[config.mk]
export PLATFORM = sky130hd
export DESIGN_NAME = mnist_frame_ctrl
export DESIGN_NICKNAME = d
export VERILOG_FILES = /design/src/rtl/mnist_frame_ctrl_pkg.sv /design/src/rtl/mnist_frame_ctrl_argmax.sv /design/src/rtl/mnist_frame_ctrl.sv
export SDC_FILE = /design/constraint.sdc
export NUM_CORES = 1
export LEC_CHECK = 0
export ABC_AREA = 1
export ABC_CLOCK_PERIOD_IN_PS = 2700
export CAP_MARGIN = 20
export CORE_MARGIN = 4
export CORE_UTILIZATION = 49
export CTS_CLUSTER_SIZE = 30
export DETAILED_ROUTE_END_ITERATION = 8
export PLACE_DENSITY = 0.79
export SLEW_MARGIN = 20
export SYNTH_ARGS = -nofsm -noshare
export SYNTH_HDL_FRONTEND = slang
export SYNTH_SLANG_ARGS = --single-unit
[constraint.sdc]
create_clock -name clk -period 2.7 [get_ports clk]
set_input_delay 0.54 -clock clk [delete_from_list [all_inputs] [get_ports clk]]
set_output_delay 0.54 -clock clk [all_outputs]
set_load 0.005 [all_outputs]
[src/rtl/mnist_frame_ctrl_pkg.sv]
// Shared types and default geometry for the MNIST frame sequencer
// and the pipeline top that sits behind it.
package mnist_frame_ctrl_pkg;

  localparam int DEF_IMG_SIZE  = 28;
  localparam int DEF_NUM_CLASS = 10;
  localparam int CLASS_W       = 4;

  typedef enum logic [2:0] {
    S_IDLE,
    S_FEED,
    S_DRAIN,
    S_ARGMAX,
    S_DONE
  } state_e;

endpackage

[src/rtl/mnist_frame_ctrl_argmax.sv]
// Sequential signed argmax, one element per cycle.
// Ties keep the lowest index; result is valid alongside done_o.
module seq_argmax
  import mnist_frame_ctrl_pkg::*;
#(
  parameter int N   = 8,
  parameter int NUM = DEF_NUM_CLASS
) (
  input  logic                      clk,
  input  logic                      rst_n,
  input  logic                      start_i,
  input  logic [NUM*N-1:0]          vec_i,
  output logic                      done_o,
  output logic [CLASS_W-1:0]        idx_o,
  output logic signed [N-1:0]       val_o
);

  localparam logic [CLASS_W-1:0] LAST = CLASS_W'(NUM - 1);

  logic                      run_q, run_d;
  logic [CLASS_W-1:0]        i_q, i_d;
  logic [CLASS_W-1:0]        bi_q, bi_d;
  logic signed [N-1:0]       bv_q, bv_d;
  logic signed [N-1:0]       cand;
  logic                      take;

  assign cand = vec_i[int'(i_q)*N +: N];

  // Element 0 seeds the best; later ones win only when strictly greater.
  assign take   = (i_q == '0) || (cand > bv_q);
  assign done_o = run_q && (i_q == LAST);
  assign idx_o  = take ? i_q  : bi_q;
  assign val_o  = take ? cand : bv_q;

  always_comb begin
    run_d = run_q;
    i_d   = i_q;
    bi_d  = bi_q;
    bv_d  = bv_q;
    if (start_i) begin
      run_d = 1'b1;
      i_d   = '0;
    end else if (run_q) begin
      bi_d = idx_o;
      bv_d = val_o;
      if (i_q == LAST) begin
        run_d = 1'b0;
      end else begin
        i_d = i_q + 1'b1;
      end
    end
  end

  always_ff @(posedge clk or negedge rst_n) begin
    if (!rst_n) begin
      run_q <= 1'b0;
      i_q   <= '0;
      bi_q  <= '0;
      bv_q  <= '0;
    end else begin
      run_q <= run_d;
      i_q   <= i_d;
      bi_q  <= bi_d;
      bv_q  <= bv_d;
    end
  end

endmodule

[src/rtl/mnist_frame_ctrl.sv]
// Frame sequencer: streams one image into the pipeline, waits for
// end-of-frame, captures the scores and reports their argmax.
module mnist_frame_ctrl
  import mnist_frame_ctrl_pkg::*;
#(
  parameter int N         = 8,
  parameter int IMG_SIZE  = DEF_IMG_SIZE,
  parameter int NUM_CLASS = DEF_NUM_CLASS,
  parameter int PIX_GAP   = 0,
  parameter int TIMEOUT   = 4096,
  parameter int AW        = $clog2(IMG_SIZE*IMG_SIZE)
) (
  input  logic                   clk,
  input  logic                   rst_n,
  input  logic                   start,
  output logic                   busy,
  output logic                   img_rd,
  output logic [AW-1:0]          img_addr,
  input  logic [N-1:0]           img_rdata,
  output logic                   input_vld,
  output logic [N-1:0]           input_din,
  input  logic [NUM_CLASS*N-1:0] conv_dout,
  input  logic                   conv_dout_vld,
  input  logic                   conv_dout_end,
  output logic [CLASS_W-1:0]     class_id,
  output logic [N-1:0]           class_score,
  output logic                   done,
  output logic                   err
);

  localparam int NPIX = IMG_SIZE * IMG_SIZE;
  localparam int GW   = (PIX_GAP > 0) ? $clog2(PIX_GAP + 1) : 1;
  localparam int TW   = $clog2(TIMEOUT + 1);

  localparam logic [AW-1:0] PIX_LAST = AW'(NPIX - 1);
  localparam logic [GW-1:0] GAP_RLD  = GW'(PIX_GAP);
  localparam logic [TW-1:0] TMO_LAST = TW'(TIMEOUT - 1);

  state_e                   state_q, state_d;
  logic [AW-1:0]            pix_q, pix_d;
  logic [GW-1:0]            gap_q, gap_d;
  logic [TW-1:0]            tmo_q, tmo_d;
  logic [NUM_CLASS*N-1:0]   cap_q, cap_d;
  logic [CLASS_W-1:0]       cid_q, cid_d;
  logic [N-1:0]             csc_q, csc_d;
  logic                     err_q, err_d;
  logic                     vld_q;

  logic                     am_start;
  logic                     am_done;
  logic [CLASS_W-1:0]       am_idx;
  logic signed [N-1:0]      am_val;

  assign busy        = (state_q != S_IDLE);
  assign img_rd      = (state_q == S_FEED) && (gap_q == '0);
  assign img_addr    = img_rd ? pix_q : '0;
  assign input_vld   = vld_q;
  assign input_din   = vld_q ? img_rdata : '0;
  assign done        = (state_q == S_DONE);
  assign class_id    = cid_q;
  assign class_score = csc_q;
  assign err         = err_q;

  // Capture register is stable through ARGMAX, so the walk reads it directly.
  assign am_start = (state_q == S_DRAIN) && conv_dout_end;

  seq_argmax #(
    .N   (N),
    .NUM (NUM_CLASS)
  ) u_argmax (
    .clk     (clk),
    .rst_n   (rst_n),
    .start_i (am_start),
    .vec_i   (cap_q),
    .done_o  (am_done),
    .idx_o   (am_idx),
    .val_o   (am_val)
  );

  always_comb begin
    state_d = state_q;
    pix_d   = pix_q;
    gap_d   = gap_q;
    tmo_d   = tmo_q;
    cap_d   = cap_q;
    cid_d   = cid_q;
    csc_d   = csc_q;
    err_d   = err_q;
    unique case (state_q)
      S_IDLE: begin
        if (start) begin
          state_d = S_FEED;
          pix_d   = '0;
          gap_d   = '0;
          err_d   = 1'b0;
          cap_d   = '0;
        end
      end
      S_FEED: begin
        if (gap_q != '0) begin
          gap_d = gap_q - 1'b1;
        end else begin
          gap_d = GAP_RLD;
          if (pix_q == PIX_LAST) begin
            state_d = S_DRAIN;
            tmo_d   = '0;
          end else begin
            pix_d = pix_q + 1'b1;
          end
        end
      end
      S_DRAIN: begin
        if (conv_dout_vld) begin
          cap_d = conv_dout;
        end
        if (conv_dout_end) begin
          state_d = S_ARGMAX;
        end else if (tmo_q == TMO_LAST) begin
          state_d = S_DONE;
          err_d   = 1'b1;
        end else begin
          tmo_d = tmo_q + 1'b1;
        end
      end
      S_ARGMAX: begin
        if (am_done) begin
          state_d = S_DONE;
          cid_d   = am_idx;
          csc_d   = am_val;
        end
      end
      S_DONE: begin
        state_d = S_IDLE;
      end
      default: begin
        state_d = S_IDLE;
      end
    endcase
  end

  always_ff @(posedge clk or negedge rst_n) begin
    if (!rst_n) begin
      state_q <= S_IDLE;
      pix_q   <= '0;
      gap_q   <= '0;
      tmo_q   <= '0;
      cap_q   <= '0;
      cid_q   <= '0;
      csc_q   <= '0;
      err_q   <= 1'b0;
      vld_q   <= 1'b0;
    end else begin
      state_q <= state_d;
      pix_q   <= pix_d;
      gap_q   <= gap_d;
      tmo_q   <= tmo_d;
      cap_q   <= cap_d;
      cid_q   <= cid_d;
      csc_q   <= csc_d;
      err_q   <= err_d;
      vld_q   <= img_rd;
    end
  end

endmodule

==> reports/qor.yml, run 1 <==
synthFlopType: "dfrtp_1"
violations: "negative setup slack"
comb_power_share_pct: 57.3
grt_first_pass_wirelength_mm: 33.2
synth_area_per_cell_sq_um: 7.91
cts_tree: "done"
synth_nets: 1058
start_util_pct: 49.7
antenna_found_initial: 0
grt_overflow_total: 0
worst_setup_path_end_kind: "flip-flop"
rsz0062_at_grt: "yes"
worst_clock_skew_ns: 0.00780
setup_viol: 11
synth_area_leaders: "dfrtp_1 46%, nand2_1 10%, nand3_1 7.4%"
htree_num_levels: 4
clockBufferDepth: 2
synth_cell_types: 34
worst_pin_slew_ns: 0.658
cts_buffers: 17
clk_pin_slew_worst_paths_ns: 0.06
floorplan.die.width_um: 132
totalPowerFinal_mw: 13.8
worstPathCellList: "inv_4 > clkbuf_16 > a21oi_1 > o21ai_1 > nand2_1 > nand2_1 > and3_4 > inv_1 > ha_4 > nand2_2 > inv_1 > nand2_1 > nand2_1 > inv_1 > nand2_2 > nand2_2 > nand3_4 > buf_6 > nand3_1 > nand3_1 > nand2_1"
syn_to_final_growth_pct: 33.2
yosysWarnings: 0
dr.pass1.iters: 5
worst-endpoint-required_ns: 3.00
hold_viol: 0
fin_crit_sh_pct: 102
clkPwrFrac_pct: 17.7
place_hpwl_mm: 13.8
p_per_area_nw_per_um2: 1370
p_seq_share_pct: 25.0
final_antenna_net_count: 0
fill_cells: 1167
drc_errors: 0
track_usage_pct: 23.1
hold_path.class: "in -> async"
critical_path_class: "reg -> reg"
clock_latency_ns: 0.42
numPortBuffers: 127
cp_max_fo: 7
dieHeight_um: 132
slowest_stage: "dfrtp_2"
antenna_cells: 0
wl_per_cell_um: 15.7
cap_violations: 0
grt_pass1_vias: 6710
ir_worst_vdd_uv: 886
yosys.cell_count.top_type: "nand2_1"
netlist.area_leader.share_pct: 45.5
final_cell_area_sq_um: 10000
die_area_sq_um: 17400
coreArea_sq_um: 15100
drive_gt1_share_pct: 16.8
synth_area_sq_um: 7530
reg2reg_setup_slack_ns: -0.05
nNetsFinal: 1189
path_common_cell: "nand2_1"
place_congestion: 0.859
setup_ws_ns: -0.0455
drt_iter0_drc: 716
place_area_sq_um: 9040
syn-instance-count: 952
p_sw_mw: 6.21
critical_path.startpoint_type: "flip-flop"
num_rows: 45
grt_max_degree: 81
async_flop_share_pct: 100
slowest_delay_ns: 0.45
synth_seq_area_share_pct: 45.5
fmax_ghz: 0.364
cell_internal_pwr_mw: 7.56
wirelength_mm: 20.2
ctsRootBufferMaster: "clkbuf_16"
synth.top_cells.by_count: "209 x nand2_1, 137 x dfrtp_1, 112 x nand3_1, 106 x inv_1, 88 x o21ai_0"
routed-via-count: 6929
power_leakage_nw: 4.66
slew_violations: 0
synth-seq-cells: 137
vias_per_cell: 5.40
p_sw_share_pct: 45.1
cp.arrival_ns: 3.05
ios: 128
clkSinkCount: 137
yosysTopAreaCell: "dfrtp_1"
slew_headroom_pct: 56.1
status: "complete, but fails checks"
synth_edf_count: 0
min_period_ns: 2.75
[final timing paths]
| check | from | end | cells past startpoint |
|---|---|---|---|
| max | u_argmax.i_q[0] | u_argmax.bv_q[7] | 21 |
| min | rst_n | cap_q[16] | 1 |
| max reg2reg | u_argmax.i_q[0] | u_argmax.bv_q[7] | 21 |
| min reg2reg | class_score[6] | class_score[6] | 2 |
| max in group asynchronous | rst_n | cap_q[68] | 2 |
| min in group clk | class_score[6] | class_score[6] | 2 |
[registers in the layout (all words and copies together), names as in the netlist]
register and flops:
err 1, input_vld 1, tmo_q 13, class_id 4
cap_q 80, u_argmax.i_q 4, state_q 3, pix_q 10
u_argmax.bi_q 4, u_argmax.run_q 1, class_score 8, u_argmax.bv_q 8
[metal layers]
metal | up-vias | wire, um | GRT usage [%]
met1 | 3275 | 8520 | 31.2
met3 | 26 | 1290 | 5.00
met2 | 268 | 10000 | 38.3
met5 | - | 0 | 0
met4 | 0 | 299 | 5.08
li1 | 3360 | - | -
[through the flow]
stage	instances	hold slack (ns)	util, %	setup slack (ns)	TNS (ns)
after floorplan	952	0.244	-	0.106	0
final	1284	0.101	66.2	-0.0455	-0.179
after CTS	1276	0.144	63.8	0.00368	0
after global routing	1284	0.161	66.2	-0.175	-2.95
after global placement	1244	0.464	59.7	0.0891	0
after detailed placement	1244	0.470	59.7	0.00505	0
[cell families (layout without fill, tap and decap cells)]
group,after synthesis,in the layout,share of synthesized area [%]
buffers and inverters,171,315,10.1
and+or+nand+nor,419,419,25.8
xor gates and xnor gates,18,18,2.09
DFF,137,137,45.5
AOI/OAI and AO/OA,194,194,14.4
adders and majority gates,13,13,2.16
[power groups by stage]
stage	Combinational (mW)	Clock, mW	Sequential, mW
3_5_place_dp	6.35	0	3.43
6_report	7.89	2.44	3.45
3_3_place_gp	6.13	0	3.40
4_1_cts	6.40	2.46	3.41
2_1_floorplan	4.59	0	3.28
5_1_grt	8.63	2.57	3.55
[worst max-delay path: cells and delay by family (launching register included)]
| kind | cells | cell delay, ns |
|---|---|---|
| AOI/OAI and AO/OA | 2 | 0.14 |
| adders and majority gates | 1 | 0.27 |
| buffers and inverters | 6 | 0.63 |
| DFF | 1 | 0.45 |
| and+or+nand+nor | 12 | 1.12 |
[timing repair]
action                                  CTS  global route
gates resized for setup                   3            87
buffers inserted                          0             5
pin swaps                                 0            21
endpoints found under the setup margin   23            24
gates cloned                              0             3
hold buffers                              0             0
[layout make-up]
class / count / area, sq um / share of cell area, %
Sequential cell: 137 / 3430 / 34.2
Timing Repair Buffer: 165 / 1710 / 17.1
Clock buffer: 22 / 444 / 4.43
Inverter: 118 / 452 / 4.50
Clock inverter: 10 / 166 / 1.66
Multi-Input combinational cell: 644 / 3590 / 35.8
Tap cell: 188 / 235 / 2.35
[layout by cell type (no fill, tap or decap), types with 8 or more instances in the layout]
cell and count:
clkbuf_16 19, ha_1 9, nand2_1 192, o21ai_0 70
nand3_2 29, clkdlybuf4s50_1 126, inv_1 104, nor2_2 9
xor2_1 18, dfrtp_1 135, nand3_1 102, buf_12 8
inv_2 10, o21ai_2 24, nand2_2 12, a21oi_1 39
o21ai_1 50, nor2_1 39, nor3_1 11, buf_4 23
(Power assumes the default switching activity.)
==> run 2, diff against run 1 <==
--- a/config.mk
+++ b/config.mk
@@ -6,13 +6,15 @@
 export NUM_CORES = 1
 export LEC_CHECK = 0
 export ABC_AREA = 1
-export ABC_CLOCK_PERIOD_IN_PS = 2700
+export ABC_CLOCK_PERIOD_IN_PS = 3300
 export CAP_MARGIN = 20
 export CORE_MARGIN = 4
-export CORE_UTILIZATION = 49
+export CORE_UTILIZATION = 58
+export CTS_BUF_LIST = sky130_fd_sc_hd__clkbuf_4 sky130_fd_sc_hd__clkbuf_8 sky130_fd_sc_hd__clkbuf_16
 export CTS_CLUSTER_SIZE = 30
 export DETAILED_ROUTE_END_ITERATION = 8
-export PLACE_DENSITY = 0.79
+export GPL_TIMING_DRIVEN = 1
+export PLACE_DENSITY = 0.87
 export SLEW_MARGIN = 20
 export SYNTH_ARGS = -nofsm -noshare
 export SYNTH_HDL_FRONTEND = slang
==> constraint.sdc (replaced) <==
create_clock -name clk -period 3.3 [get_ports clk]
set_input_delay 0.66 -clock clk [delete_from_list [all_inputs] [get_ports clk]]
set_output_delay 0.66 -clock clk [all_outputs]
set_load 0.005 [all_outputs]
==> run 2 against run 1 <==
The flow now finishes without violations. Register-to-register slack improved by 0.39 ns. Combinational power fell by 36%. First-iteration DRC count fell by 9.5%. Hold slack improved by 0.028 ns. Via count rose by 1.0%. Critical path type unchanged. Clock skew fell by 0.00080 ns. Maximum frequency fell by 7.0%.
==> reports/qor.yml, run 2 (same netlist as run 1, synthesis figures left out) <==
comb_power_share_pct: 51.9  # was 57.3%
wl_per_cell_um: 16.1  # was 15.7 um
clockBufferDepth: 2  # unchanged
grt_first_pass_wirelength_mm: 32.8  # was 33.2 mm
p_sw_mw: 4.52  # was 6.21 mW
slowest_delay_ns: 0.49  # was 0.45 ns
clkSinkCount: 137  # unchanged
post_cts_resized: 0  # was 3
clk_pin_slew_worst_paths_ns: 0.06  # about the same
p_seq_share_pct: 28.8  # was 25.0%
cell_internal_pwr_mw: 5.19  # was 7.56 mW
final_core_util_pct: 74.5  # was 66.2%
grt_pass1_vias: 6749  # was 6710
place_congestion: 0.877  # was 0.859
numPortBuffers: 127  # unchanged
nNetsFinal: 1166  # was 1189
r2r-start: "u_argmax.i_q[1]"  # was u_argmax.i_q[0]
power_leakage_nw: 4.46  # was 4.66 nW
worst-endpoint-required_ns: 3.61  # was 3.00 ns
cts_tree: "done"  # unchanged
dr.pass1.iters: 6  # was 5
worst_clock_skew_ns: 0.00700  # was 0.00780 ns
fmax_ghz: 0.339  # was 0.364 GHz
syn_to_final_growth_pct: 25.3  # was 33.2%
final_antenna_net_count: 0  # unchanged
cts_buffers: 17  # unchanged
ctsRootBufferMaster: "clkbuf_16"  # unchanged
status: "complete, no violations"  # was complete, but fails checks
regArea_sq_um: 3430  # about the same
fill_cells: 942  # was 1167
setup_tns_ns: 0  # was -0.179 ns
grt_overflow_total: 0  # unchanged
rsz0062_at_grt: "no"  # was yes
reg2reg_depth: 19  # was 21
reg2reg_setup_slack_ns: 0.35  # was -0.05 ns
cp.arrival_ns: 3.26  # was 3.05 ns
largest_reg_flops: 80  # unchanged
slowest_stage: "dfrtp_1"  # was dfrtp_2
drt_iter0_drc: 648  # was 716
routed-via-count: 7000  # was 6929
slew_violations: 0  # unchanged
setup_viol: 0  # was 11
mostFrequentLayoutCells: "208 x nand2_1, 137 x dfrtp_1, 126 x clkdlybuf4s50_1"  # was 192 x nand2_1, 135 x dfrtp_1, 126 x clkdlybuf4s50_1
drc_errors: 0  # unchanged
worstPathCellList: "clkinv_1 > buf_4 > a21oi_1 > o21ai_0 > nand2_1 > nand2_1 > and3_1 > inv_1 > ha_1 > a21oi_1 > nand2_1 > nand2_1 > nand2_1 > nand2_1 > nand3_1 > nand2_2 > nand2_1 > nand3_1 > nand2_1"  # was inv_4 > clkbuf_16 > a21oi_1 > o21ai_1 > nand2_1 > nand2_1 > and3_4 > inv_1 > ha_4 > nand2_2 > inv_1 > nand2_1 > nand2_1 > inv_1 > nand2_2 > nand2_2 > nand3_4 > buf_6 > nand3_1 > nand3_1 > nand2_1
vias_per_cell: 5.62  # was 5.40
clkPwrFrac_pct: 19.3  # was 17.7%
critical_path.startpoint_type: "flip-flop"  # unchanged
hold_viol: 0  # unchanged
antenna_found_initial: 0  # unchanged
ios: 128  # unchanged
p_per_area_nw_per_um2: 1030  # was 1370 nW/um^2
num_rows: 41  # was 45
path_common_cell: "nand2_1"  # unchanged
floorplan.die.width_um: 122  # was 132 um
track_usage_pct: 28.0  # was 23.1%
cp_max_fo: 12  # was 7
worst_setup_path_end_kind: "flip-flop"  # unchanged
die_area_sq_um: 14900  # was 17400 sq um
hold_path.class: "in -> async"  # unchanged
antenna_cells: 0  # unchanged
ir_worst_vdd_uv: 789  # was 886 uV
worst_pin_slew_ns: 0.960  # was 0.658 ns
worstReg2RegEnd: "class_score[5]"  # was u_argmax.bv_q[7]
critical_path_class: "reg -> reg"  # unchanged
multi_input_area_sq_um: 3350  # was 3590 sq um
clock_latency_ns: 0.43  # was 0.42 ns
min_period_ns: 2.95  # was 2.75 ns
htree_num_levels: 4  # unchanged
fin_crit_sh_pct: 89.5  # was 102%
cap_violations: 0  # unchanged
final_common_cell: "nand2_1"  # unchanged
cts.hold.buffers_added: 0  # unchanged
top_regs: "cap_q: 80 flops, tmo_q: 13 flops, pix_q: 10 flops"  # unchanged
start_util_pct: 59.5  # was 49.7%
post_cts_buffers: 0  # unchanged
wirelength_mm: 20.1  # was 20.2 mm
dieHeight_um: 122  # was 132 um
coreArea_sq_um: 12700  # was 15100 sq um
slew_headroom_pct: 36.0  # was 56.1%
place_hpwl_mm: 13.5  # was 13.8 mm
drive_gt1_share_pct: 10.6  # was 16.8%
p_sw_share_pct: 46.5  # was 45.1%
grt_max_degree: 121  # was 81
max_flop_register: "cap_q"  # unchanged
-- run 2: cell count changes in the layout (fill, tap and decap cells not counted), moves of 9 or more --
cell and delta:
o21ai_0 +18, nand2_1 +16, o21ai_1 -14, nand2_2 -11, nand3_1 +10, buf_4 -9, nand3_2 -9
-- run 2: stage by stage --
step | std cells | setup slack (ns) | area [sq um] | hold WS, ns | power, mW
floorplan | 952 | 0.706 | 7530 | 0.364 | 6.44
global placement | 1213 | 0.407 | 8840 | 0.463 | 7.47
detailed placement | 1213 | 0.314 | 8840 | 0.465 | 7.67
CTS | 1245 | 0.271 | 9430 | 0.132 | 9.63
global route | 1245 | 0.0480 | 9440 | 0.142 | 10.5
finish | 1245 | 0.346 | 9440 | 0.129 | 9.71
-- run 2: worst max-delay path by stage --
stage,start,to,slack [ns]
finish,u_argmax.i_q[1],class_score[5],0.35
global route,u_argmax.i_q[1],class_score[1],0.05
CTS,u_argmax.i_q[0],class_score[5],0.27
detailed placement,u_argmax.i_q[0],class_score[4],0.31
global placement,u_argmax.i_q[0],class_score[1],0.41
floorplan,u_argmax.i_q[1],u_argmax.bi_q[0],0.71
-- run 2: cell type report --
cell class,count,share of cell area (%)
Tap cell,172,2.28
Inverter,118,4.77
Multi-Input combinational cell,644,35.5
Clock buffer,24,5.33
Clock inverter,8,0.915
Sequential cell,137,36.3
Timing Repair Buffer,142,14.9
-- run 2: worst max-delay path: cells and delay by family, from the launching register on --
family          cells  cell delay [ns]
compound gates      3             0.40
simple gates       12             1.31
fa+ha+maj           1             0.23
flops               1             0.49
buf+inv             3             0.39
-- run 2: layer usage --
metal	up-vias	part of all wire (%)	GRT usage (%)
li1	3316	-	-
met1	3308	41	36.6
met2	299	49	45.0
met3	77	7.1	6.59
met4	0	3.2	12.0
met5	-	0	0
-- run 2: power groups by stage --
| stage | logic (mW) | registers (mW) | clock network, mW |
|---|---|---|---|
| 2_1_floorplan | 3.75 | 2.69 | 0 |
| 3_3_place_gp | 4.70 | 2.77 | 0 |
| 3_5_place_dp | 4.88 | 2.80 | 0 |
| 4_1_cts | 4.97 | 2.79 | 1.88 |
| 5_1_grt | 5.64 | 2.87 | 1.96 |
| 6_report | 5.04 | 2.80 | 1.87 |
==> run 3, diff against run 2 <==
--- a/config.mk
+++ b/config.mk
@@ -14,6 +14,7 @@
 export CTS_CLUSTER_SIZE = 30
 export DETAILED_ROUTE_END_ITERATION = 8
 export GPL_TIMING_DRIVEN = 1
+export HOLD_SLACK_MARGIN = 0.1
 export PLACE_DENSITY = 0.87
 export SLEW_MARGIN = 20
 export SYNTH_ARGS = -nofsm -noshare
==> results of run 3 <==
Same layout as run 2: the final DEF is identical, and so are final timing and power.
